**src/rtl/baccarat_hand_pkg.sv**
```systemverilog
// Shared types, rank constants and card helpers for the baccarat hand datapath.
package baccarat_hand_pkg;

  typedef logic [3:0] card_t;

  typedef enum logic [2:0] {
    S_IDLE,
    S_P1,
    S_D1,
    S_P2,
    S_D2,
    S_P3,
    S_DONE
  } deal_stage_e;

  localparam card_t MAX_RANK  = 4'd13;
  localparam card_t FACE_MIN  = 4'd10;
  localparam int    NUM_SLOTS = 6;

  // Strobe vector bit order: {dcard3, dcard2, dcard1, pcard3, pcard2, pcard1}
  localparam logic [5:0] STB_P1 = 6'b000001;
  localparam logic [5:0] STB_P2 = 6'b000010;
  localparam logic [5:0] STB_P3 = 6'b000100;
  localparam logic [5:0] STB_D1 = 6'b001000;
  localparam logic [5:0] STB_D2 = 6'b010000;
  localparam logic [5:0] STB_D3 = 6'b100000;

  localparam logic [6:0] SEG_BLANK = 7'b1111111;

  function automatic logic card_legal(card_t c);
    return (c != 4'd0) && (c <= MAX_RANK);
  endfunction

  function automatic logic [3:0] card_score(card_t c);
    if (c == 4'd0 || c >= FACE_MIN) return 4'd0;
    return c;
  endfunction

  function automatic logic [5:0] allowed_strobes(deal_stage_e st);
    case (st)
      S_IDLE:  return STB_P1;
      S_P1:    return STB_D1;
      S_D1:    return STB_P2;
      S_P2:    return STB_D2;
      S_D2:    return STB_P3 | STB_D3;
      S_P3:    return STB_D3;
      default: return 6'b000000;
    endcase
  endfunction

  // Active-low segments, bit order gfedcba.
  function automatic logic [6:0] card_seg(card_t c);
    case (c)
      4'd1:    return 7'b0001000;
      4'd2:    return 7'b0100100;
      4'd3:    return 7'b0110000;
      4'd4:    return 7'b0011001;
      4'd5:    return 7'b0010010;
      4'd6:    return 7'b0000010;
      4'd7:    return 7'b1111000;
      4'd8:    return 7'b0000000;
      4'd9:    return 7'b0010000;
      4'd10:   return 7'b1000000;
      4'd11:   return 7'b1100001;
      4'd12:   return 7'b0011000;
      4'd13:   return 7'b0001001;
      default: return SEG_BLANK;
    endcase
  endfunction

endpackage

```
**src/rtl/baccarat_hand_datapath_if.sv**
```systemverilog
// Controller <-> hand datapath bus; HAND_HEX_DISPLAY_EN adds the HEX0..HEX5 displays.
interface baccarat_hand_datapath_if;
  import baccarat_hand_pkg::*;

  // Each load_* is a one-cycle qualifier for new_card sampled on the rising
  // edge; there is no ready, the datapath responds to every strobe that edge.
  card_t       new_card;
  logic        load_pcard1, load_pcard2, load_pcard3;
  logic        load_dcard1, load_dcard2, load_dcard3;
  logic [3:0]  pscore, dscore, pcard3;
  logic [2:0]  cards_dealt;
  logic        protocol_error;
  deal_stage_e stage;
`ifdef HAND_HEX_DISPLAY_EN
  logic [6:0]  HEX0, HEX1, HEX2, HEX3, HEX4, HEX5;

  modport master (
    output new_card, load_pcard1, load_pcard2, load_pcard3,
           load_dcard1, load_dcard2, load_dcard3,
    input  pscore, dscore, pcard3, cards_dealt, protocol_error, stage,
           HEX0, HEX1, HEX2, HEX3, HEX4, HEX5
  );
  modport slave (
    input  new_card, load_pcard1, load_pcard2, load_pcard3,
           load_dcard1, load_dcard2, load_dcard3,
    output pscore, dscore, pcard3, cards_dealt, protocol_error, stage,
           HEX0, HEX1, HEX2, HEX3, HEX4, HEX5
  );
`else
  modport master (
    output new_card, load_pcard1, load_pcard2, load_pcard3,
           load_dcard1, load_dcard2, load_dcard3,
    input  pscore, dscore, pcard3, cards_dealt, protocol_error, stage
  );
  modport slave (
    input  new_card, load_pcard1, load_pcard2, load_pcard3,
           load_dcard1, load_dcard2, load_dcard3,
    output pscore, dscore, pcard3, cards_dealt, protocol_error, stage
  );
`endif
endinterface

```
**src/rtl/hand_score.sv**
```systemverilog
// Sums the score values of up to three cards of one hand and reduces mod 10.
module hand_score
  import baccarat_hand_pkg::*;
(
  input  card_t      card1,
  input  card_t      card2,
  input  card_t      card3,
  input  logic       valid1,
  input  logic       valid2,
  input  logic       valid3,
  output logic [3:0] score
);

  logic [4:0] sum;

  always_comb begin
    sum = 5'd0;
    if (valid1) sum = sum + {1'b0, card_score(card1)};
    if (valid2) sum = sum + {1'b0, card_score(card2)};
    if (valid3) sum = sum + {1'b0, card_score(card3)};
    // sum never exceeds 27, so at most two subtractions of ten
    if (sum >= 5'd20)      score = 4'(sum - 5'd20);
    else if (sum >= 5'd10) score = 4'(sum - 5'd10);
    else                   score = sum[3:0];
  end

endmodule

```
**src/rtl/baccarat_hand_datapath.sv**
```systemverilog
// Hand datapath: latches strobed cards, polices deal order, scores both hands.
// Optional HAND_HEX_DISPLAY_EN drives registered seven-segment card displays.
module baccarat_hand_datapath
  import baccarat_hand_pkg::*;
(
  input  logic                     slow_clock,
  input  logic                     reset,
  baccarat_hand_datapath_if.slave  bus
);

  logic [5:0]              strobes;
  card_t                   cards [NUM_SLOTS];
  logic [NUM_SLOTS-1:0]    valid;
  deal_stage_e             stage;
  deal_stage_e             next_stage;
  logic [2:0]              cards_dealt;
  logic                    protocol_error;
  logic                    any_strobe;
  logic                    strobe_ok;
  card_t                   load_value;

  assign strobes = {bus.load_dcard3, bus.load_dcard2, bus.load_dcard1,
                    bus.load_pcard3, bus.load_pcard2, bus.load_pcard1};

  always_comb begin
    any_strobe = |strobes;
    strobe_ok  = $onehot(strobes) && (|(strobes & allowed_strobes(stage)));
    load_value = card_legal(bus.new_card) ? bus.new_card : 4'd0;
    case (strobes)
      STB_P1:  next_stage = S_P1;
      STB_D1:  next_stage = S_D1;
      STB_P2:  next_stage = S_P2;
      STB_D2:  next_stage = S_D2;
      STB_P3:  next_stage = S_P3;
      STB_D3:  next_stage = S_DONE;
      default: next_stage = stage;
    endcase
  end

  always_ff @(posedge slow_clock or posedge reset) begin
    if (reset) begin
      for (int i = 0; i < NUM_SLOTS; i++) cards[i] <= 4'd0;
      valid          <= '0;
      stage          <= S_IDLE;
      cards_dealt    <= 3'd0;
      protocol_error <= 1'b0;
    end else if (any_strobe) begin
      if (strobe_ok) begin
        for (int i = 0; i < NUM_SLOTS; i++) begin
          if (strobes[i]) begin
            cards[i] <= load_value;
            valid[i] <= 1'b1;
          end
        end
        cards_dealt <= cards_dealt + 3'd1;
        stage       <= next_stage;
        // a bad code still consumes the slot but marks the game as faulted
        if (!card_legal(bus.new_card)) protocol_error <= 1'b1;
      end else begin
        protocol_error <= 1'b1;
      end
    end
  end

  hand_score u_player (
    .card1 (cards[0]), .card2 (cards[1]), .card3 (cards[2]),
    .valid1(valid[0]), .valid2(valid[1]), .valid3(valid[2]),
    .score (bus.pscore)
  );

  hand_score u_dealer (
    .card1 (cards[3]), .card2 (cards[4]), .card3 (cards[5]),
    .valid1(valid[3]), .valid2(valid[4]), .valid3(valid[5]),
    .score (bus.dscore)
  );

  assign bus.pcard3         = valid[2] ? card_score(cards[2]) : 4'd0;
  assign bus.cards_dealt    = cards_dealt;
  assign bus.protocol_error = protocol_error;
  assign bus.stage          = stage;

`ifdef HAND_HEX_DISPLAY_EN
  logic [6:0] hex [NUM_SLOTS];

  always_ff @(posedge slow_clock or posedge reset) begin
    if (reset) begin
      for (int i = 0; i < NUM_SLOTS; i++) hex[i] <= SEG_BLANK;
    end else if (any_strobe && strobe_ok) begin
      for (int i = 0; i < NUM_SLOTS; i++) begin
        if (strobes[i]) hex[i] <= card_seg(load_value);
      end
    end
  end

  assign bus.HEX0 = hex[0];
  assign bus.HEX1 = hex[1];
  assign bus.HEX2 = hex[2];
  assign bus.HEX3 = hex[3];
  assign bus.HEX4 = hex[4];
  assign bus.HEX5 = hex[5];
`endif

endmodule

```
**src/flat_wrapper.sv**
```systemverilog
// flat-port wrapper written by rule: the top's interface ports become plain ports
module baccarat_hand_datapath_flat import baccarat_hand_pkg::*;
  (slow_clock, reset, bus_new_card, bus_load_pcard1, bus_load_pcard2, bus_load_pcard3, bus_load_dcard1, bus_load_dcard2, bus_load_dcard3, bus_pscore, bus_dscore, bus_pcard3, bus_cards_dealt, bus_protocol_error, bus_stage);
  baccarat_hand_datapath_if bus_i ();
  input  logic slow_clock;
  input  logic reset;
  input wire logic [$bits(bus_i.new_card)-1:0] bus_new_card;
  input wire logic [$bits(bus_i.load_pcard1)-1:0] bus_load_pcard1;
  input wire logic [$bits(bus_i.load_pcard2)-1:0] bus_load_pcard2;
  input wire logic [$bits(bus_i.load_pcard3)-1:0] bus_load_pcard3;
  input wire logic [$bits(bus_i.load_dcard1)-1:0] bus_load_dcard1;
  input wire logic [$bits(bus_i.load_dcard2)-1:0] bus_load_dcard2;
  input wire logic [$bits(bus_i.load_dcard3)-1:0] bus_load_dcard3;
  output wire logic [$bits(bus_i.pscore)-1:0] bus_pscore;
  output wire logic [$bits(bus_i.dscore)-1:0] bus_dscore;
  output wire logic [$bits(bus_i.pcard3)-1:0] bus_pcard3;
  output wire logic [$bits(bus_i.cards_dealt)-1:0] bus_cards_dealt;
  output wire logic [$bits(bus_i.protocol_error)-1:0] bus_protocol_error;
  output wire logic [$bits(bus_i.stage)-1:0] bus_stage;
  assign bus_i.new_card = bus_new_card;
  assign bus_i.load_pcard1 = bus_load_pcard1;
  assign bus_i.load_pcard2 = bus_load_pcard2;
  assign bus_i.load_pcard3 = bus_load_pcard3;
  assign bus_i.load_dcard1 = bus_load_dcard1;
  assign bus_i.load_dcard2 = bus_load_dcard2;
  assign bus_i.load_dcard3 = bus_load_dcard3;
  assign bus_pscore = bus_i.pscore;
  assign bus_dscore = bus_i.dscore;
  assign bus_pcard3 = bus_i.pcard3;
  assign bus_cards_dealt = bus_i.cards_dealt;
  assign bus_protocol_error = bus_i.protocol_error;
  assign bus_stage = bus_i.stage;
  baccarat_hand_datapath u_core (.slow_clock(slow_clock), .reset(reset), .bus(bus_i));
endmodule
```
**config.mk**
```make
export PLATFORM = sky130hd
export DESIGN_NAME = baccarat_hand_datapath_flat
export DESIGN_NICKNAME = d
export VERILOG_FILES = /design/src/rtl/baccarat_hand_pkg.sv /design/src/rtl/baccarat_hand_datapath_if.sv /design/src/rtl/hand_score.sv /design/src/rtl/baccarat_hand_datapath.sv /design/src/flat_wrapper.sv
export SDC_FILE = /design/constraint.sdc
export NUM_CORES = 1
export LEC_CHECK = 0
export BUFFER_PORTS_ARGS = -buffer_cell sky130_fd_sc_hd__clkbuf_2
export CAP_MARGIN = 20
export CORE_AREA = 10 10 92 94
export CTS_CLUSTER_DIAMETER = 100
export DETAILED_ROUTE_END_ITERATION = 6
export DIE_AREA = 0 0 102 104
export PLACE_DENSITY = 0.74
export SYNTH_ARGS = -nofsm -noshare
export SYNTH_HDL_FRONTEND = slang
export SYNTH_SLANG_ARGS = --single-unit
```
**constraint.sdc**
```tcl
create_clock -name slow_clock -period 11.65 [get_ports slow_clock]
set_input_delay 2.33 -clock slow_clock [delete_from_list [all_inputs] [get_ports slow_clock]]
set_output_delay 2.33 -clock slow_clock [all_outputs]
set_load 0.005 [all_outputs]
```
==> flow_summary.toml, run 1 <==
[drt]
drc = 0
antenna_left = 0
finalWirelength_um = 6360
vias_per_cell = 5.48
via_count = 2470
wire_per_inst_um = 14.1
drtPass1Iterations = 4
first_iter_violations = 95

[sta]
fmax_mhz = 147
hold_viol = 0
slew_violations = 0
relSlewSlack_pct = 39.0
rsz0062_at_grt = "false"
setup_tns_ps = 0
min_period_ps = 6830
fin_skew_ps = 6.89
setup_viol = 0
tightest_slew_ps = 908
finalCritPeriodShare_pct = 58.6

[final_layout]
ff_latch_area_um2 = 926
syn_to_final_growth_pct = 9.59
final_common_cell = "dfrtp_1"
antennaDiodeCount = 0
drive_gt1_share_pct = 20.2
num-nets-final = 425
final_cell_mix = "37 x dfrtp_1, 36 x ha_1, 33 x inv_1, 30 x clkbuf_2, 24 x mux2_2"
fill_cells = 617
multi_input_area_um2 = 2140

[yosys]
synth-adder-area-share_pct = 17.7
synth_area_um2 = 3220
synth-xor-area-share_pct = 3.26
ys_seq_area_share_pct = 28.7
ys_warn_count = 0
netlist_instances = 338
synth_area_leader_cell = "dfrtp_1"
ys_seq_elements = 37
synth_top_family_by_area = "simple AND/OR/NAND/NOR gates"
synthArstFlopShare_pct = 100
synth.top_cell.area_share_pct = 28.7
synth_area_per_cell_um2 = 9.54
synth_compound_gate_area_share_pct = 14.7
syn-num-nets = 392
synth_edf_count = 0
synth.distinct_cells = 56
synth_flop_cell = "dfrtp_1"
muxShareOfSynthArea_pct = 11.8
synth_simple_gate_area_share_pct = 18.8
synthTopCellsByArea = "dfrtp_1 29%, ha_1 14%, mux2_2 8.4%"

[floorplanning]
rows = 30
die_height_um = 104
fp.dieW_um = 102
start_util_pct = 48.2
core-area_um2 = 6680
dieArea_um2 = 10600
io_pins = 31

[cts]
clock_tree.root_cell = "clkbuf_8"
cts.reportedPaths.clkPinSlew_ps = 70
cts_buffers = 5
ctsHoldBuffers = 0
htree_levels = 2
clock_latency_ps = 290
post-cts-setup-buffers = 0
cts_tree = "done"
clockBufferDepth = 2
post_cts_resized = 0
cts.sinks = 37

[worst_setup_path]
criticalPathCategory = "register to output port"
cp.arrival_ps = 4500
start_kind = "register"
crit_required_ps = 9320
r2r_setup_slack_ps = 9410
end_kind = "output port"
critPathMaxFanout = 7

[outcome]
status = "finished, final reports clean"

[global_route]
antenna_found_initial = 0
grt_pass1_vias = 2387
grt_max_degree = 38
grt_util_all_layers_pct = 12.4
overflow = 0
grt_pass1_wl_um = 10800

[place]
dp_hpwl_um = 5100
gp_congestion = 0.816
port_buffers = 30

[job]
maxCapViolations = 0

[hold_path]
hp-class = "register to register"
==> per-stage QoR <==
step,instance area [um^2],instances,setup WS (ps),util [%],hold WS [ps]
2_1_floorplan,3220,338,5600,-,451
3_3_place_gp,3450,444,5320,51.6,457
3_5_place_dp,3450,444,5160,51.6,458
4_1_cts,3530,451,4840,52.9,479
5_1_grt,3530,451,4520,52.9,505
6_report,3530,451,4820,52.9,474
==> Yosys cell counts, drive strengths merged, types with 4 or more instances <==
cell type / n
and2: 11
and3b: 4
inv: 33
a21o: 5
dfrtp: 37
nor3b: 5
mux2i: 4
fa: 6
nand2b: 10
xnor2: 6
a21boi: 4
nor2b: 11
a21oi: 13
o21ai: 20
ha: 36
mux2: 30
nor2: 9
and3: 4
o31ai: 4
xor2: 6
nand3: 9
buf: 4
nand2: 29
==> registers in the layout, summed over array words and instances, names as in the netlist <==
name and cells:
u_core.bus.cards_dealt 3, u_core.bus.protocol_error 1, u_core.bus.stage 3, u_core.cards 24, u_core.valid 6
==> metal layers <==
layer,part of all wire [%],GRT usage [%]
met1,48,15.4
met2,48,20.1
met5,0,0
met4,2.0,5.75
met3,2.1,2.06
==> path summary, 6_finish.rpt <==
path | from | endpoint | cells past startpoint
setup / recovery | u_core.cards[9] | bus_dscore[2] | 17
hold / removal | u_core.bus.cards_dealt[2] | u_core.bus.cards_dealt[2] | 1
setup reg to reg | u_core.bus.stage[0] | u_core.bus.stage[1] | 6
hold reg to reg | u_core.bus.cards_dealt[2] | u_core.bus.cards_dealt[2] | 1
max in group asynchronous | reset | u_core.cards[10] | 3
min in group asynchronous | reset | u_core.bus.protocol_error | 3
==> worst max-delay path: stages, from the launching register on <==
cell	delay, ps
dfrtp_1	410
o21ai_0	220
and3_1	210
ha_1	190
fa_1	400
and2_1	170
or2_2	330
fa_1	430
xor2_1	170
nand2_1	60
o21ai_1	300
inv_1	180
ha_1	260
o21ai_1	90
o211ai_1	140
mux2_4	320
a211oi_2	180
clkbuf_2	140
==> logic make-up after synthesis <==
group           count (synthesis)
mux                            34
fa+ha+maj                      42
flops                          37
simple gates                  105
compound gates                 70
xor+xnor                       12
buf+inv                        38
==> layout make-up <==
type / count / share of cell area (%)
Multi-Input combinational cell: 263 / 60.5
Sequential cell: 37 / 26.2
Timing Repair Buffer: 31 / 4.46
Inverter: 33 / 3.51
Tap cell: 80 / 2.83
Clock buffer: 7 / 2.44
Power of run 1 is not shown: default switching activity piles up to over one toggle a cycle in this logic, so the estimate is an artifact.
==> run 2, diff against run 1 <==
Settings changed: ABC_AREA set to 1, CORE_AREA 10 10 92 94 to 10 10 93 95, DIE_AREA 0 0 102 104 to 0 0 103 105, PLACE_DENSITY 0.74 to 0.77.
Clock period 11.65 ns to 5.6 ns, I/O delays scaled along.
==> run 2 against run 1 <==
Sequential share of layout area fell by 0.88 points; cell count up 25%; global-route usage grew 0.63 points; clock skew increased by 0.87 ps; non-clock buffer count unchanged; critical path depth rose by 1; utilization rose by 1.2 points; routed wire length rose by 6.9%; setup slack worse by 4200 ps; synthesized area increased by 2.3%; design area up 3.5%; largest cell class unchanged.
==> flow_summary.toml, run 2 <==
[outcome]
status = "finished, final reports clean"

[yosys]
ys_seq_area_share_pct = 28.1
synth_area_um2 = 3300
ys_warn_count = 0
synth_flop_cell = "dfrtp_1"
synthArstFlopShare_pct = 100
synth_area_per_cell_um2 = 7.36
synth.top_cell.area_share_pct = 28.1
syn-num-nets = 502
synth_edf_count = 0
synth_area_leader_cell = "dfrtp_1"
netlist_instances = 448
synthTopCellsByArea = "dfrtp_1 28%, nand2_1 14%, ha_1 14%"
synth_most_common_cell = "nand2_1"
synth_common_cells = "121 x nand2_1, 65 x inv_1, 45 x nand3_1"
synth.distinct_cells = 38
ys_seq_elements = 37

[final_layout]
final_cell_mix = "121 x nand2_1, 65 x inv_1, 45 x nand3_1, 37 x dfrtp_1, 36 x ha_1"
final_core_util_pct = 54.1
fill_cells = 641
reg_top3 = "u_core.cards x24, u_core.valid x6"
multi_input_area_um2 = 2080
drive_gt1_share_pct = 15.3
antennaDiodeCount = 0
num-nets-final = 537
final_common_cell = "nand2_1"
ff_latch_area_um2 = 926
top_register = "u_core.cards"
largest_reg_flops = 24
syn_to_final_growth_pct = 10.9

[drt]
vias_per_cell = 5.17
wire_per_inst_um = 12.1
antenna_left = 0
via_count = 2915
drtPass1Iterations = 4
drc = 0
finalWirelength_um = 6800
first_iter_violations = 200

[hold_path]
hold-path-endpoint = "u_core.bus.protocol_error"
hp-class = "register to register"
min_from = "u_core.bus.protocol_error"
holdPathStages = 1

[worst_setup_path]
cpMaxStageDelayCell = "fa_1"
worst_path_most_repeated_cell = "nand2_1"
r2r_setup_slack_ps = 3700
cp.arrival_ps = 3830
timing.rr.start = "u_core.bus.stage[0]"
path_cells = "or2_2 -> a21boi_0 -> ha_1 -> fa_1 -> nand2_1 -> o21ai_1 -> fa_1 -> xnor2_1 -> nand2_1 -> o21ai_2 -> inv_1 -> ha_1 -> nand3_4 -> nand3_4 -> nand2_4 -> nand3_1 -> nand2_1 -> clkbuf_2"
critPathMaxFanout = 6
criticalPathCategory = "register to output port"
crit_required_ps = 4480
rr_worst_depth = 9
cpPeakStageDelay_ps = 470
rr_endpoint = "u_core.cards[4]"
end_kind = "output port"
start_kind = "register"

[global_route]
grt_pass1_vias = 2878
overflow = 0
grt_max_degree = 38
antenna_found_initial = 0
grt_pass1_wl_um = 12100
grt_util_all_layers_pct = 13.0

[sta]
setup_tns_ps = 0
fmax_mhz = 202
finalHoldWorstSlack_ps = 475
finalCritPeriodShare_pct = 88.4
hold_viol = 0
setup_viol = 0
tightest_slew_ps = 495
slew_violations = 0
rsz0062_at_grt = "false"
relSlewSlack_pct = 66.9
fin_skew_ps = 7.76
min_period_ps = 4950

[cts]
clock_tree.root_cell = "clkbuf_8"
ctsHoldBuffers = 0
cts_buffers = 5
cts.reportedPaths.clkPinSlew_ps = 70
clock_latency_ps = 290
post_cts_resized = 0
post-cts-setup-buffers = 0
cts_tree = "done"
cts.sinks = 37
clockBufferDepth = 2
htree_levels = 2

[place]
dp_hpwl_um = 5580
port_buffers = 30
gp_congestion = 0.909

[floorplanning]
die_height_um = 105
dieArea_um2 = 10800
rows = 30
core-area_um2 = 6760
fp.dieW_um = 103
io_pins = 31
start_util_pct = 48.8

[job]
maxCapViolations = 0
[run 2: kinds of logic after synthesis]
kind of cell,count (synthesis),synth area share (%)
AO/OA/AOI/OAI,65,11.2
AND/OR/NAND/NOR,225,32.5
buffers and inverters,72,8.85
XOR/XNOR,7,2.09
adder cells (fa/ha/maj),42,17.3
flip-flops,37,28.1
[run 2: through the flow]
step                      area [um^2]  instances  worst slack, ps
after floorplan                  3300        448             1380
after global placement           3520        556             1170
after detailed placement         3520        556              988
after CTS                        3650        564              666
after global routing             3650        564              397
final                            3650        564              649
[run 2: critical path: cells and delay by family, from the launching register on]
family          cells  cell delay [ps]
fa+ha+maj           4             1330
simple gates        8              950
compound gates      3              490
flops               1              390
buf+inv             2              200
xor+xnor            1              180
[run 2: cell type report]
cell class	instances	share of cell area [%]
well taps	80	2.74
clock buffers	5	1.88
inverters	69	7.09
clock inverters	3	1.78
repair buffers	31	4.31
multi-input cells	339	56.9
flip-flops and latches	37	25.3
[run 2: how the worst max path moves through the flow]
| stage | start | endpoint | slack [ps] | depth (start not counted) |
|---|---|---|---|---|
| 2_1_floorplan | u_core.cards[5] | bus_dscore[1] | 1380 | 17 |
| 3_3_place_gp | u_core.cards[5] | bus_dscore[1] | 1170 | 18 |
| 3_5_place_dp | u_core.cards[5] | bus_dscore[2] | 990 | 19 |
| 4_1_cts | u_core.cards[5] | bus_dscore[2] | 670 | 18 |
| 5_1_grt | u_core.cards[5] | bus_dscore[2] | 400 | 18 |
| 6_report | u_core.cards[5] | bus_dscore[2] | 650 | 18 |
[run 2: per-layer routing]
layer | part of all wire, % | vias up | global-route usage [%]
met2 | 49 | 59 | 22.5
li1 | - | 1512 | -
met3 | 4.0 | 12 | 2.31
met1 | 45 | 1332 | 15.6
met5 | 0 | - | 0
met4 | 1.6 | 0 | 4.17
Power of run 2 is left out for the same reason.
